===== src/rtl/zcnt_shifter.sv =====
// Normalising shifter driven by a zero count: right-shift by trailing zeros (MODE=0)
// or left-shift by leading zeros (MODE=1), as a 2-stage valid/ready pipeline.
module zcnt_shifter #(
    parameter int   WIDTH     = 53,
    parameter logic MODE      = 1'b0,
    parameter int   CNT_WIDTH = 6
) (
    input  logic                 clk_i,
    input  logic                 rst_ni,
    input  logic                 valid_i,
    output logic                 ready_o,
    input  logic [WIDTH-1:0]     data_i,
    input  logic [CNT_WIDTH-1:0] cnt_i,
    input  logic                 empty_i,
    output logic                 valid_o,
    input  logic                 ready_i,
    output logic [WIDTH-1:0]     data_o,
    output logic [CNT_WIDTH-1:0] shamt_o,
    output logic                 sticky_o,
    output logic                 err_o,
    output logic                 zero_o
);

    localparam logic [CNT_WIDTH-1:0] SAT       = CNT_WIDTH'(WIDTH);
    localparam logic [CNT_WIDTH-1:0] FINE_MASK = CNT_WIDTH'(7);

    logic                 s1_valid, s2_valid;
    logic                 s1_adv, s2_adv;
    logic [WIDTH-1:0]     s1_data, s2_data;
    logic [CNT_WIDTH-1:0] s1_shamt, s2_shamt;
    logic                 s1_flag;
    logic                 s2_sticky, s2_err, s2_zero;

    assign s2_adv  = s1_valid && (!s2_valid || ready_i);
    assign ready_o = !s1_valid || s2_adv;
    assign s1_adv  = valid_i && ready_o;

    // Stage 1: saturate, then shift by the multiple-of-8 part of the amount
    logic [CNT_WIDTH-1:0] shamt, coarse;
    logic [WIDTH-1:0]     ones, coarse_data, coarse_lost;
    logic                 coarse_flag;

    always_comb begin
        shamt       = (empty_i || (cnt_i >= SAT)) ? SAT : cnt_i;
        coarse      = shamt & ~FINE_MASK;
        ones        = '1;
        coarse_data = '0;
        coarse_lost = '0;
        if (MODE) begin
            coarse_data = data_i << coarse;
            coarse_lost = ~(ones >> coarse);
        end else begin
            coarse_data = data_i >> coarse;
            coarse_lost = ~(ones << coarse);
        end
        coarse_flag = |(data_i & coarse_lost);
    end

    // Stage 2: residual shift by the low three bits, folding in the stage-1 flag
    logic [CNT_WIDTH-1:0] fine;
    logic [WIDTH-1:0]     fine_data, fine_lost;
    logic                 fine_flag;

    always_comb begin
        fine      = s1_shamt & FINE_MASK;
        fine_data = '0;
        fine_lost = '0;
        if (MODE) begin
            fine_data = s1_data << fine;
            fine_lost = ~(ones >> fine);
        end else begin
            fine_data = s1_data >> fine;
            fine_lost = ~(ones << fine);
        end
        fine_flag = s1_flag | (|(s1_data & fine_lost));
    end

    always_ff @(posedge clk_i) begin
        if (!rst_ni) begin
            s1_valid <= 1'b0;
            s2_valid <= 1'b0;
        end else begin
            if (ready_o) s1_valid <= valid_i;
            if (s2_adv) s2_valid <= 1'b1;
            else if (ready_i) s2_valid <= 1'b0;
        end
    end

    always_ff @(posedge clk_i) begin
        if (s1_adv) begin
            s1_data  <= coarse_data;
            s1_shamt <= shamt;
            s1_flag  <= coarse_flag;
        end
        if (s2_adv) begin
            s2_data   <= fine_data;
            s2_shamt  <= s1_shamt;
            s2_sticky <= MODE ? 1'b0 : fine_flag;
            s2_err    <= MODE ? fine_flag : 1'b0;
            s2_zero   <= ~|fine_data;
        end
    end

    assign valid_o  = s2_valid;
    assign data_o   = s2_data;
    assign shamt_o  = s2_shamt;
    assign sticky_o = s2_valid & s2_sticky;
    assign err_o    = s2_valid & s2_err;
    assign zero_o   = s2_valid & s2_zero;

endmodule


===== config.mk =====
export PLATFORM = sky130hd
export DESIGN_NAME = zcnt_shifter
export DESIGN_NICKNAME = d
export VERILOG_FILES = /design/src/rtl/zcnt_shifter.sv
export SDC_FILE = /design/constraint.sdc
export NUM_CORES = 1
export LEC_CHECK = 0
export CAP_MARGIN = 10
export CORE_MARGIN = 3
export CORE_UTILIZATION = 30
export CTS_CLUSTER_SIZE = 16
export DETAILED_ROUTE_END_ITERATION = 10
export GPL_TIMING_DRIVEN = 0
export PLACE_DENSITY_LB_ADDON = 0.08
export SYNTH_ARGS = -nofsm -noshare
export SYNTH_HDL_FRONTEND = slang
export SYNTH_SLANG_ARGS = --single-unit

===== constraint.sdc =====
create_clock -name clk_i -period 8.8 [get_ports clk_i]
set_input_delay 1.32 -clock clk_i [delete_from_list [all_inputs] [get_ports clk_i]]
set_output_delay 1.32 -clock clk_i [all_outputs]
set_load 0.01 [all_outputs]

==> run summary <==
run status -> finished, final reports clean
Setup Fix Bufs, Post-CTS -> 0
vias in the first global route -> 7437
PD cells -> 171.2 nW/um^2
Slew Limit Fails -> 0
async set or reset register ratio after synthesis -> 0%
Pleak -> 3.826 nW
vias -> 7375
top_reg_cell synth -> edfxtp_1
Layout Cells excl Fill -> 1300
Setup crit end kind -> output pin
number of H-tree levels -> 4
drc violations -> 0
Hold Crit Class -> register to register
Routed WL per cell -> 25.26 microns
sw frac -> 31.45%
register area share after synthesis -> 45.20%
Ys Warns -> 0
CTS buffer count -> 17
share of cells above drive strength 1 -> 12.45%
most common cell after layout, fill and taps aside -> clkdlybuf4s50_1
P_int -> 1.223 mW
fmax -> 252.3 MHz
Worst EP arrival -> 2640 ps
worst slew pin tran -> 863.0 ps
die width -> 170.6 microns
Starting DRT DRC Count -> 782
Flop pwr share -> 40.9%
Total Power -> 1.784 mW
WP data required -> 7480 ps
placed cells -> 1267
largest net degree at the start of global routing -> 40
Clock Path Buffers -> 2
Fill cells -> 2673
worst vdd ir -> 108.1 uV
Starting Density -> 30.84%
CTS tree -> built
Core Util, Final -> 39.55%
chip height -> 170.6 microns
# hold bufs at CTS -> 0
worst-skew pair later-pin latency -> 430 ps
synth unique cells -> 56
routability cong. -> 0.9789
top-level port count -> 128
final critical-path share of the clock period -> 45.05%
setup TNS -> 0 ps
# setup viols final -> 0
Clk pwr share -> 37.8%
CP Max Fanout -> 4
initial antenna violation count -> 0
Comb pwr share -> 21.2%
Synth Area per Inst -> 10.10 sq um
DR vias/cell -> 5.673
Post-Layout Inst Area -> 10420 sq um
post-route ant nets -> 0
Core Area -> 26350 sq um
row count -> 59
dpl hpwl -> 25250 microns
GRT Total Usage -> 22.66%
Fin Clk Skew -> 12.97 ps
DRT Pass-1 Iters -> 6
EDFF count, synth -> 121
CTS root buf -> clkbuf_16
endpoints failing hold -> 0
max cap viols -> 0
port bufs -> 124
grt total ovfl -> 0
RSZ-0062 raised after global routing -> false
die area -> 29100 sq um
Post-CTS Resized -> 0
worst relative slew slack -> 42.47%
post-layout minimum cycle time -> 3964 ps
final-stage net count -> 1015
Post-Synthesis Cell Area -> 8127 sq um
DP Area -> 9863 sq um
area added between synthesis and finish -> 28.25%
WL final -> 32830 microns
Syn Nets -> 869
CTS Sinks -> 123
NetSw -> 561.2 uW
CP Class -> input pin to output pin
most frequent cells in the layout -> 124 x clkdlybuf4s50_1, 121 x edfxtp_1, 100 x mux2i_1, 96 x nand2_1, 81 x nor2_1
Post-Syn Instances -> 805
CP Launch Type -> input pin
#FFs+latches synth -> 123
clock-pin transition on the worst setup and hold timing paths -> 70 ps
global-route wire length before repair -> 48560 microns
## power by group through the flow
stage	combinational (mW)	sequential, mW	clock [mW]
after floorplan	0.203	0.733	0
after global placement	0.371	0.744	0
after detailed placement	0.373	0.741	0
after CTS	0.375	0.728	0.689
after global routing	0.408	0.732	0.717
final	0.379	0.730	0.675
## metrics by stage
stage               hold slack (ps)  setup WS (ps)
finish                        424.4           4836
CTS                           421.6           4832
global placement              404.7           2329
global route                  446.5           4685
floorplan                     400.3           4199
detailed placement            405.6           4719
## synth_stat cells, types with 5 or more instances
cell type	instances	area, sq um
edfxtp_1	121	3633
mux2i_1	100	1001
nand2_1	96	360.4
nor2_1	81	304.0
a21oi_1	48	240.2
mux2_2	46	518.0
o21ai_0	38	190.2
clkbuf_1	29	108.9
a211oi_1	25	187.7
nor3_1	22	110.1
and2_1	17	106.4
buf_2	16	80.08
nor4_1	15	93.84
inv_1	11	41.29
nand3_1	10	50.05
nor3b_1	10	75.07
o22ai_1	10	62.56
or3_1	9	56.30
mux4_2	8	180.2
nor2b_1	8	50.05
o211ai_1	8	60.06
buf_1	6	22.52
a32oi_1	5	43.79
o2111ai_1	5	43.79
## final timing paths
check / start / endpoint / slack, ps / cells after the start
max: ready_i / ready_o / 4840 / 4
min: s1_shamt[4]$_DFFE_PP_ / shamt_o[4]$_DFFE_PP_ / 420 / 0
max reg2reg: s1_shamt[0]$_SDFFCE_PP1P_ / s2_zero$_DFFE_PP_ / 5090 / 7
min reg2reg: s1_shamt[4]$_DFFE_PP_ / shamt_o[4]$_DFFE_PP_ / 420 / 0
## logic make-up after synthesis
logic type	Yosys count	synth area share, %
muxes	154	20.91
and+or+nand+nor	286	16.49
buffers and inverters	74	4.219
AOI/OAI and AO/OA	167	13.13
other	1	0.04615
DFF	123	45.20
## area by class of cell
type                       count  area (sq um)  area share, %
multi-input combinational    608          4119          39.52
clock inverter                14         127.6          1.224
clock buffer                  18         429.2          4.118
buffer                        59         286.5          2.749
sequential                   123          3674          35.25
timing repair buffer         127          1309          12.56
tap                          335         419.2          4.022
inverter                      15         56.30         0.5402
antenna                        1         2.502        0.02401
## critical path: stages
cell,delay (ps)
clkdlybuf4s50_1,400
nor2b_1,320
nand2_1,120
clkdlybuf4s50_1,490
## per-layer routing
metal / up-vias / global-route usage [%] / wire length [microns]
met5: - / 0 / 0
met4: 0 / 10.51 / 1485
met3: 98 / 4.390 / 2347
met2: 415 / 34.99 / 14740
met1: 3525 / 30.77 / 14270
li1: 3337 / - / -
## sequential cells by signal, indices dropped and copies added, names as in the netlist
| name | flops |
|---|---|
| data_o | 53 |
| s1_shamt | 6 |
| s2_zero | 1 |
| s1_data | 53 |
| valid_o | 1 |
| s1_flag | 1 |
| s1_valid | 1 |
| s2_sticky | 1 |
| shamt_o | 6 |
Power figures use the tool's default switching activity.
